[src/rtl/led_arbiter_pkg.sv]
// led_arbiter_pkg
//   Shared types and helpers for the status-LED arbiter.
//   - state_t : arbiter FSM states
//   - pick_t  : result of a round-robin search (valid flag + index)
//   - gray4   : 4-bit binary to Gray conversion for the idle heartbeat
//   - rr_pick : first set request at or after 'start', wrapping at 'last'
package led_arbiter_pkg;

    localparam int unsigned MAX_REQ = 8;
    localparam int unsigned IDX_W   = 3;

    typedef enum logic {
        IDLE,
        OWN
    } state_t;

    typedef struct packed {
        logic             valid;
        logic [IDX_W-1:0] idx;
    } pick_t;

    function automatic logic [3:0] gray4(input logic [3:0] hb);
        return hb ^ (hb >> 1);
    endfunction

    // 'last' is the highest valid requester index (N_REQ-1). The search
    // visits at most last+1 positions, starting at 'start' and wrapping to 0.
    function automatic pick_t rr_pick(input logic [MAX_REQ-1:0] req,
                                      input logic [IDX_W-1:0]   start,
                                      input logic [IDX_W-1:0]   last);
        pick_t            r;
        logic [IDX_W-1:0] idx;
        r   = '0;
        idx = start;
        for (int unsigned k = 0; k < MAX_REQ; k++) begin
            if (k <= 32'(last) && !r.valid && req[idx]) begin
                r.valid = 1'b1;
                r.idx   = idx;
            end
            idx = (idx == last) ? '0 : idx + 3'd1;
        end
        return r;
    endfunction

endpackage

[src/rtl/led_arbiter_tick_prescaler.sv]
// tick_prescaler
//   Free-running prescaler producing a one-cycle tick every 2^LOG2DELAY
//   clock cycles (when the counter is all ones).
//   Ports:
//     clk  - system clock
//     rst  - asynchronous active-high reset (counter cleared)
//     tick - one-cycle pulse
module tick_prescaler #(
    parameter int unsigned LOG2DELAY = 21
) (
    input  logic clk,
    input  logic rst,
    output logic tick
);

    logic [LOG2DELAY-1:0] pre_q;

    always_ff @(posedge clk or posedge rst) begin
        if (rst) begin
            pre_q <= '0;
        end else begin
            pre_q <= pre_q + LOG2DELAY'(1);
        end
    end

    assign tick = &pre_q;

endmodule

[src/rtl/led_arbiter.sv]
// led_arbiter
//   Shares the four board LEDs between N_REQ requesters with round-robin
//   ownership and a minimum hold time in prescaler ticks. Shows a Gray-coded
//   heartbeat when nobody requests. All outputs are registered.
//   Ports:
//     clk        - system clock (after global buffer)
//     rst        - asynchronous active-high reset
//     req        - level request per requester
//     pat        - 4-bit pattern per requester, pat[4i+3] drives led0
//     grant      - one-hot current owner, zero when idle
//     led0..led3 - registered LED drives
module led_arbiter
    import led_arbiter_pkg::*;
#(
    parameter int unsigned N_REQ      = 4,
    parameter int unsigned LOG2DELAY  = 21,
    parameter int unsigned HOLD_TICKS = 8
) (
    input  logic               clk,
    input  logic               rst,
    input  logic [N_REQ-1:0]   req,
    input  logic [4*N_REQ-1:0] pat,
    output logic [N_REQ-1:0]   grant,
    output logic               led0,
    output logic               led1,
    output logic               led2,
    output logic               led3
);

    localparam logic [IDX_W-1:0] LAST = IDX_W'(N_REQ - 1);
    localparam logic [7:0]       HOLD = 8'(HOLD_TICKS);

    logic             tick;
    state_t           state_q;
    logic [IDX_W-1:0] owner_q;
    logic [IDX_W-1:0] rr_q;
    logic [7:0]       hold_q;
    logic [3:0]       hb_q;
    logic [N_REQ-1:0] grant_q;
    logic [3:0]       led_q;

    logic [MAX_REQ-1:0] req_ext;
    logic [MAX_REQ-1:0] others;
    logic [IDX_W-1:0]   after_owner;
    logic               owner_req;
    logic [7:0]         hold_inc_d;
    logic [3:0]         pat_sel;
    logic [3:0]         led_d;
    pick_t              pick_idle;
    pick_t              pick_next;

    function automatic logic [N_REQ-1:0] onehot(input logic [IDX_W-1:0] idx);
        logic [N_REQ-1:0] v;
        v = '0;
        for (int unsigned i = 0; i < N_REQ; i++) begin
            v[i] = (idx == IDX_W'(i));
        end
        return v;
    endfunction

    function automatic logic [IDX_W-1:0] wrap_inc(input logic [IDX_W-1:0] idx);
        return (idx == LAST) ? '0 : idx + 3'd1;
    endfunction

    tick_prescaler #(
        .LOG2DELAY(LOG2DELAY)
    ) u_prescaler (
        .clk (clk),
        .rst (rst),
        .tick(tick)
    );

    always_comb begin
        req_ext            = '0;
        req_ext[N_REQ-1:0] = req;
        others             = req_ext;
        others[owner_q]    = 1'b0;
        owner_req          = req_ext[owner_q];
        after_owner        = wrap_inc(owner_q);
        hold_inc_d         = (hold_q == HOLD) ? hold_q : hold_q + 8'd1;
        pick_idle          = rr_pick(req_ext, rr_q, LAST);
        // The owner is masked out, so this serves both the drop and the
        // rotation case; on a drop rr_q already equals after_owner.
        pick_next          = rr_pick(others, after_owner, LAST);
        pat_sel            = '0;
        for (int unsigned i = 0; i < N_REQ; i++) begin
            if (owner_q == IDX_W'(i)) begin
                pat_sel = pat[4*i +: 4];
            end
        end
        led_d = (state_q == OWN) ? pat_sel : gray4(hb_q);
    end

    always_ff @(posedge clk or posedge rst) begin
        if (rst) begin
            hb_q <= '0;
        end else if (tick) begin
            hb_q <= hb_q + 4'd1;
        end
    end

    always_ff @(posedge clk or posedge rst) begin
        if (rst) begin
            state_q <= IDLE;
            owner_q <= '0;
            rr_q    <= '0;
            hold_q  <= '0;
            grant_q <= '0;
            led_q   <= '0;
        end else begin
            led_q <= led_d;
            case (state_q)
                IDLE: begin
                    hold_q <= '0;
                    if (pick_idle.valid) begin
                        state_q <= OWN;
                        owner_q <= pick_idle.idx;
                        grant_q <= onehot(pick_idle.idx);
                        rr_q    <= wrap_inc(pick_idle.idx);
                    end
                end
                OWN: begin
                    // A drop takes priority over a simultaneous rotation.
                    if (!owner_req) begin
                        hold_q <= '0;
                        if (pick_next.valid) begin
                            owner_q <= pick_next.idx;
                            grant_q <= onehot(pick_next.idx);
                            rr_q    <= wrap_inc(pick_next.idx);
                        end else begin
                            state_q <= IDLE;
                            grant_q <= '0;
                        end
                    end else if (tick) begin
                        if (hold_inc_d == HOLD && pick_next.valid) begin
                            owner_q <= pick_next.idx;
                            grant_q <= onehot(pick_next.idx);
                            rr_q    <= wrap_inc(pick_next.idx);
                            hold_q  <= '0;
                        end else begin
                            hold_q <= hold_inc_d;
                        end
                    end
                end
                default: begin
                    state_q <= IDLE;
                    grant_q <= '0;
                end
            endcase
        end
    end

    assign grant = grant_q;
    assign {led0, led1, led2, led3} = led_q;

endmodule

[config.mk]
export PLATFORM = sky130hd
export DESIGN_NAME = led_arbiter
export DESIGN_NICKNAME = d
export VERILOG_FILES = /design/src/rtl/led_arbiter_pkg.sv /design/src/rtl/led_arbiter_tick_prescaler.sv /design/src/rtl/led_arbiter.sv
export SDC_FILE = /design/constraint.sdc
export NUM_CORES = 1
export LEC_CHECK = 0
export ABC_AREA = 0
export BUFFER_PORTS_ARGS = -buffer_cell sky130_fd_sc_hd__buf_2
export CAP_MARGIN = 20
export CORE_MARGIN = 2
export CORE_UTILIZATION = 30
export CTS_CLUSTER_SIZE = 24
export DETAILED_ROUTE_END_ITERATION = 10
export GPL_TIMING_DRIVEN = 0
export SLEW_MARGIN = 10
export SYNTH_ARGS = -nofsm -noshare
export SYNTH_HDL_FRONTEND = slang
export SYNTH_HIERARCHICAL = 1
export SYNTH_SLANG_ARGS = --single-unit
[constraint.sdc]
create_clock -name clk -period 7.71 [get_ports clk]
set_clock_uncertainty 0.05 [all_clocks]
set_input_delay 0.3855 -clock clk [delete_from_list [all_inputs] [get_ports clk]]
set_output_delay 0.3855 -clock clk [all_outputs]
set_load 0.1 [all_outputs]
### Word level (Yosys, flattened, before mapping)

Index checks and enable logic that the tools add are counted.

* multiplexer cells: 69
* equal/unequal tests: 21
* $add $sub $neg: 12
* bitwise gates (word level): 4
* magnitude comparators: 10
* reduce and logical (&&, ||, !) cells: 20

Operators by type and width (count)
* $mux 4: 18
* $mux 3: 19
* $eq 3x2->1 const B: 12
* $lt 3x4->1 const B: 9
* $mux 8: 4
* $add 3x1->3 const B: 9
* $bmux 1 s3: 9
* $add 21x1->21 const B: 1
* $reduce_and 21->1: 1
* $eq 8x4->1 const B: 2
* $pmux 8 s2: 1
* $mux 1: 13
* $pmux 3 s2: 2
* $eq 3x1->1 const B: 3
* $logic_not 3->1: 3
* $add 8x1->8 const B: 1
* $and 4x8->8: 1
* $logic_and 1x1->1: 8
* $not 8->8: 1
* $pmux 4 s2: 1
* $logic_not 1->1: 6
* $add 4x1->4 const B: 1
* $reduce_and 4->1: 1
* $xor 4x3->4: 1
* other kinds (9): 9

* word-level logic and storage cells: 144
* flip-flop bits (word level): 48
* output and inout port bits: 8

### Longest topological paths before layout

* word-level depth: 24
* depth in mapped cells: 18
* gate-level depth less buffers: 17

### Cells and area by module

The synthesis kept the hierarchy.

By module, submodules not included
* led_arbiter: sequential area each 675.6 µm², instances 1, area an instance 2557.5 µm², cells each 295
* tick_prescaler: sequential area each 525.5 µm², instances 1, area an instance 928.4 µm², cells each 80

### Worst setup path after synthesis

No wires, ideal clock.

* kind: register to register
* start: register rr_q[1]
* end: register rr_q[1]
* period minus slack after synthesis: 3.516 ns
* cell stages (with the launch flop): 16
* path buffers: 1
* data arrival time: 3.338 ns
* path slack: 4.194 ns
* cells stage by stage: dfrtp_1 > ha_1 > nor2b_4 > nor2_4 > inv_1 > ha_1 > buf_2 > mux2_2 > o211ai_2 > o21ai_1 > a32o_1 > o211a_1 > or3_1 > ha_1 > o21ai_0 > mux2_1

* longest elaborated chain between the ends: 16
* elaborated cells on any way between the ends: 34

RTL lines
* from (decl): RTL line led_arbiter.sv:36 `logic [IDX_W-1:0] rr_q;`
* from (signal assigned): RTL line led_arbiter.sv:119 `rr_q <= wrap_inc(pick_idle.idx);`
* from (signal assigned): RTL line led_arbiter.sv:129 `rr_q <= wrap_inc(pick_next.idx);`
* from (signal assigned): RTL line led_arbiter.sv:138 `rr_q <= wrap_inc(pick_next.idx);`
* parallel branches: the longest is 11 deep, another holds $add 3x1->3
* $mux 4 *: RTL line led_arbiter_pkg.sv:36 `if (k <= 32'(last) && !r.valid && req[idx]) begin`
* $add 3x1->3 / $eq 3x2->1 (equally long branches): RTL line led_arbiter.sv:62 `return (idx == LAST) ? '0 : idx + 3'd1;`
* $mux 3: RTL line led_arbiter.sv:62
* $mux 3: RTL line led_arbiter.sv:115 `if (pick_idle.valid) begin`
* $pmux 3 s2: RTL line led_arbiter.sv:112 `case (state_q)`

Every way passes the cells marked *. The select of a mux whose other input is x is not followed.
A chain may end at the register's enable or synchronous reset.

### Final worst setup path

* start: register rr_q[1]
* end: register grant_q[1], in the netlist grant[1]

* longest elaborated chain between the ends: 15
* elaborated cells on any way between the ends: 32

RTL lines
* parallel branches: the longest is 11 deep, another holds $add 3x1->3
* $mux 4 *: RTL line led_arbiter_pkg.sv:36
* $eq 3x1->1: RTL line led_arbiter.sv:56 `v[i] = (idx == IDX_W'(i));`
* $mux 4: RTL line led_arbiter.sv:115
* $pmux 4 s2: RTL line led_arbiter.sv:112
* to (signal assigned): RTL line led_arbiter.sv:118 `grant_q <= onehot(pick_idle.idx);`
* to (signal assigned): RTL line led_arbiter.sv:128 `grant_q <= onehot(pick_next.idx);`
* to (signal assigned): RTL line led_arbiter.sv:137 `grant_q <= onehot(pick_next.idx);`
* to (decl): RTL line led_arbiter.sv:39 `logic [N_REQ-1:0] grant_q;`

Marked as above.

==> impl_metrics.csv <==
group,metric,value,unit
setup_path,crit_chain,"ha_1 -> nor2b_4 -> nor2_4 -> inv_1 -> ha_1 -> buf_2 -> mux2_2 -> o211ai_2 -> o21ai_1 -> a32o_1 -> o211a_1 -> or3_1 -> ha_1 -> inv_1 -> o22ai_1 -> mux2_2",
clocking,clock_latency,0.29,ns
floorplan,coreArea,11400,um2
yosys,syn_area,3490,um2
setup_path,reg2reg_setup_slack,3.84,ns
timing,min_period,3.87,ns
layout,layout.nets,455,
setup_path,cp.arrival,3.99,ns
timing,finalHoldViolCount,0,
timing,slew_violations,0,
clocking,postCtsSetupRepairBufs,0,
setup_path,cpMaxStageDelayCell,"dfrtp_1",
setup_path,critical_path_class,"register to register",
yosys,ys_types,74,
floorplan,die_w,112,um
timing,rsz0062_at_grt,"false",
layout,final_cell_mix,"48 x dfrtp_1, 34 x buf_2, 33 x nor2_1, 27 x inv_1, 26 x nand2_1",
layout,syn_to_final_growth,15.5,%
setup_path,cp.required,7.83,ns
outcome,status,"finished, final reports clean",
timing,finalSetupViolations,0,
drt,wl_per_cell,13.3,um
setup_path,cp_top_family,"compound AO/OA/AOI/OAI gates",
drt,drt_iter0_drc,111,
yosys,yosysSeqAreaShare,34.5,%
clocking,cts_tree,"yes",
yosys,synth_top_family_by_area,"simple AND/OR/NAND/NOR gates",
global_route,grt-ovfl-total,0,
yosys,async_reset_ff_share,100,%
yosys,avgSynthCellArea,9.30,um2
setup_path,path_buf_inv,3,
floorplan,start_util,30.7,%
yosys,synth-simple-area-share,22.6,%
place,hpwl,5650,um
setup_path,cp-end-kind,"register",
yosys,synth_edf_count,0,
clocking,clkTransAtPathRegs,0.07,ns
setup_path,path_max_fanout,7,
yosys,synthCells,375,
floorplan,die_h,112,um
drt,drt_pass1_iterations,4,
timing,fin_setup_tns,0,ns
setup_path,cp-start-kind,"register",
pwr,leakage,1.85,nW
floorplan,die_area,12500,um2
layout,final_common_cell,"dfrtp_1",
timing,period_share,50.2,%
timing,fmax,0.258,GHz
yosys,synth_nets,419,
layout,n_antenna_cell,0,
global_route,grt_pass1_vias,2859,
yosys,yosys.area.top_type_share,34.5,%
yosys,yosysTopAreaCell,"dfrtp_1",
clocking,cts_sinks,48,
place,port-buffer-count,28,
floorplan,ios,30,
global_route,grt_usage,12.4,%
global_route,antenna_found_initial,0,
clocking,cts_root_buf,"clkbuf_16",
clocking,htree_levels,2,
setup_path,rr_startpoint,"rr_q[1]",
drt,vias_per_cell,5.06,
clocking,clockBufferDepth,2,
min_path,hp-class,"primary input to asynchronous set/reset pin",
yosys,ys_top_cells_by_area,"dfrtp_1 34%, ha_1 7.9%, xnor2_1 3.8%",
yosys,synth_warnings,6,
yosys,muxShareOfSynthArea,4.74,%
global_route,grt_max_degree,22,
pwr,power.total,1.64,mW
drt,ant_nets,0,
setup_path,reg2reg_to,"grant[1]",
layout,drive_above_1_share,21.4,%
pwr,peakVddDrop,0.188,mV
timing,tightest_slew,0.775,ns
yosys,synth_xor_area_share,6.78,%
setup_path,slowest_delay,0.44,ns
drt,drc,0,
setup_path,reg2reg_depth,16,
clocking,numCtsBuffers,5,
drt,vias,2806,
yosys,synth_flop_cell,"dfrtp_1",
floorplan,row_count,39,
yosys,synth_compound_area_share,17.4,%
clocking,hold_buffers,0,
yosys,synth_fa_ha_area_share,8.18,%
job,maxCapViolCount,0,
global_route,grt_pass1_wl,12900,um
yosys,synth-seq-cells,48,
timing,maxSlewHeadroom,48.3,%
clocking,ctsResizeCount,0,
pwr,p_per_area,408,nW/um2
setup_path,crit_top_cell,"ha_1",
drt,routed_wl,7370,um
place,place_congestion,0.825,
power breakdown:
part / total [mW] / internal, mW / switching [mW]
registers: 0.306 / 0.285 / 0.0215
clock network: 0.285 / 0.187 / 0.0981
logic: 1.05 / 0.396 / 0.655
total: 1.64 / 0.868 / 0.775
state kept, by name (all words and copies together) (netlist names):
name / cells
grant: 4
hb_q: 4
hold_q: 8
led_q: 4
owner_q: 3
rr_q: 3
state_q: 1
u_prescaler/pre_q: 21
per-layer routing:
metal  vias up  track usage (%)  routed length, um
met4         0             3.87                 92
li1       1401                -                  -
met2        47             20.2               3470
met5         -                0                  0
met3         8             3.27                375
met1      1350             16.0               3430
worst max-delay path by stage:
stage | slack (ns) | start | to | cells after the start
5_1_grt | 3.62 | rr_q[1] | rr_q[0] | 17
4_1_cts | 3.84 | rr_q[1] | grant[1] | 16
3_3_place_gp | 3.97 | rr_q[1] | rr_q[1] | 15
6_report | 3.84 | rr_q[1] | grant[1] | 16
3_5_place_dp | 3.86 | rr_q[1] | grant[1] | 16
2_1_floorplan | 4.19 | rr_q[1] | rr_q[1] | 15
cell usage after synthesis (6+ instances only):
library cell and number:
nand3_1 16, nand2_1 26, nand2b_1 6, inv_1 27, nand4_1 6, xor2_1 12
ha_1 22, mux2_2 7, o22ai_1 11, xnor2_1 15, dfrtp_1 48, a21oi_1 15
nor2_1 33, nor3_1 7, buf_2 6, o21ai_0 14
area by class of cell:
type	count	area, um2
fill	1155	7340
clock inverter	3	68.8
timing repair buffer	29	168
inverter	27	101
buffer	16	101
sequential	48	1200
tap	143	179
clock buffer	5	125
multi-input combinational	284	2080
per-stage QoR:
| step | worst slack (ns) | std cells | hold WS, ns | utilization [%] | area [um2] |
|---|---|---|---|---|---|
| after floorplan | 4.19 | 375 | 0.312 | - | 3490 |
| after global placement | 3.97 | 546 | 0.406 | 33.5 | 3800 |
| after detailed placement | 3.86 | 547 | 0.409 | 33.7 | 3830 |
| after CTS | 3.84 | 555 | 0.110 | 35.4 | 4030 |
| after global routing | 3.62 | 555 | 0.135 | 35.4 | 4030 |
| final | 3.84 | 555 | 0.103 | 35.4 | 4030 |
kinds of logic (layout without fill, tap and decap cells):
logic type / after synthesis / count (layout)
adders and majority gates: 23 / 23
muxes: 13 / 13
buffers and inverters: 43 / 80
DFF: 48 / 48
AOI/OAI and AO/OA: 85 / 85
xor gates and xnor gates: 27 / 27
and+or+nand+nor: 136 / 136
No activity file was read; power rests on OpenSTA's default activity.
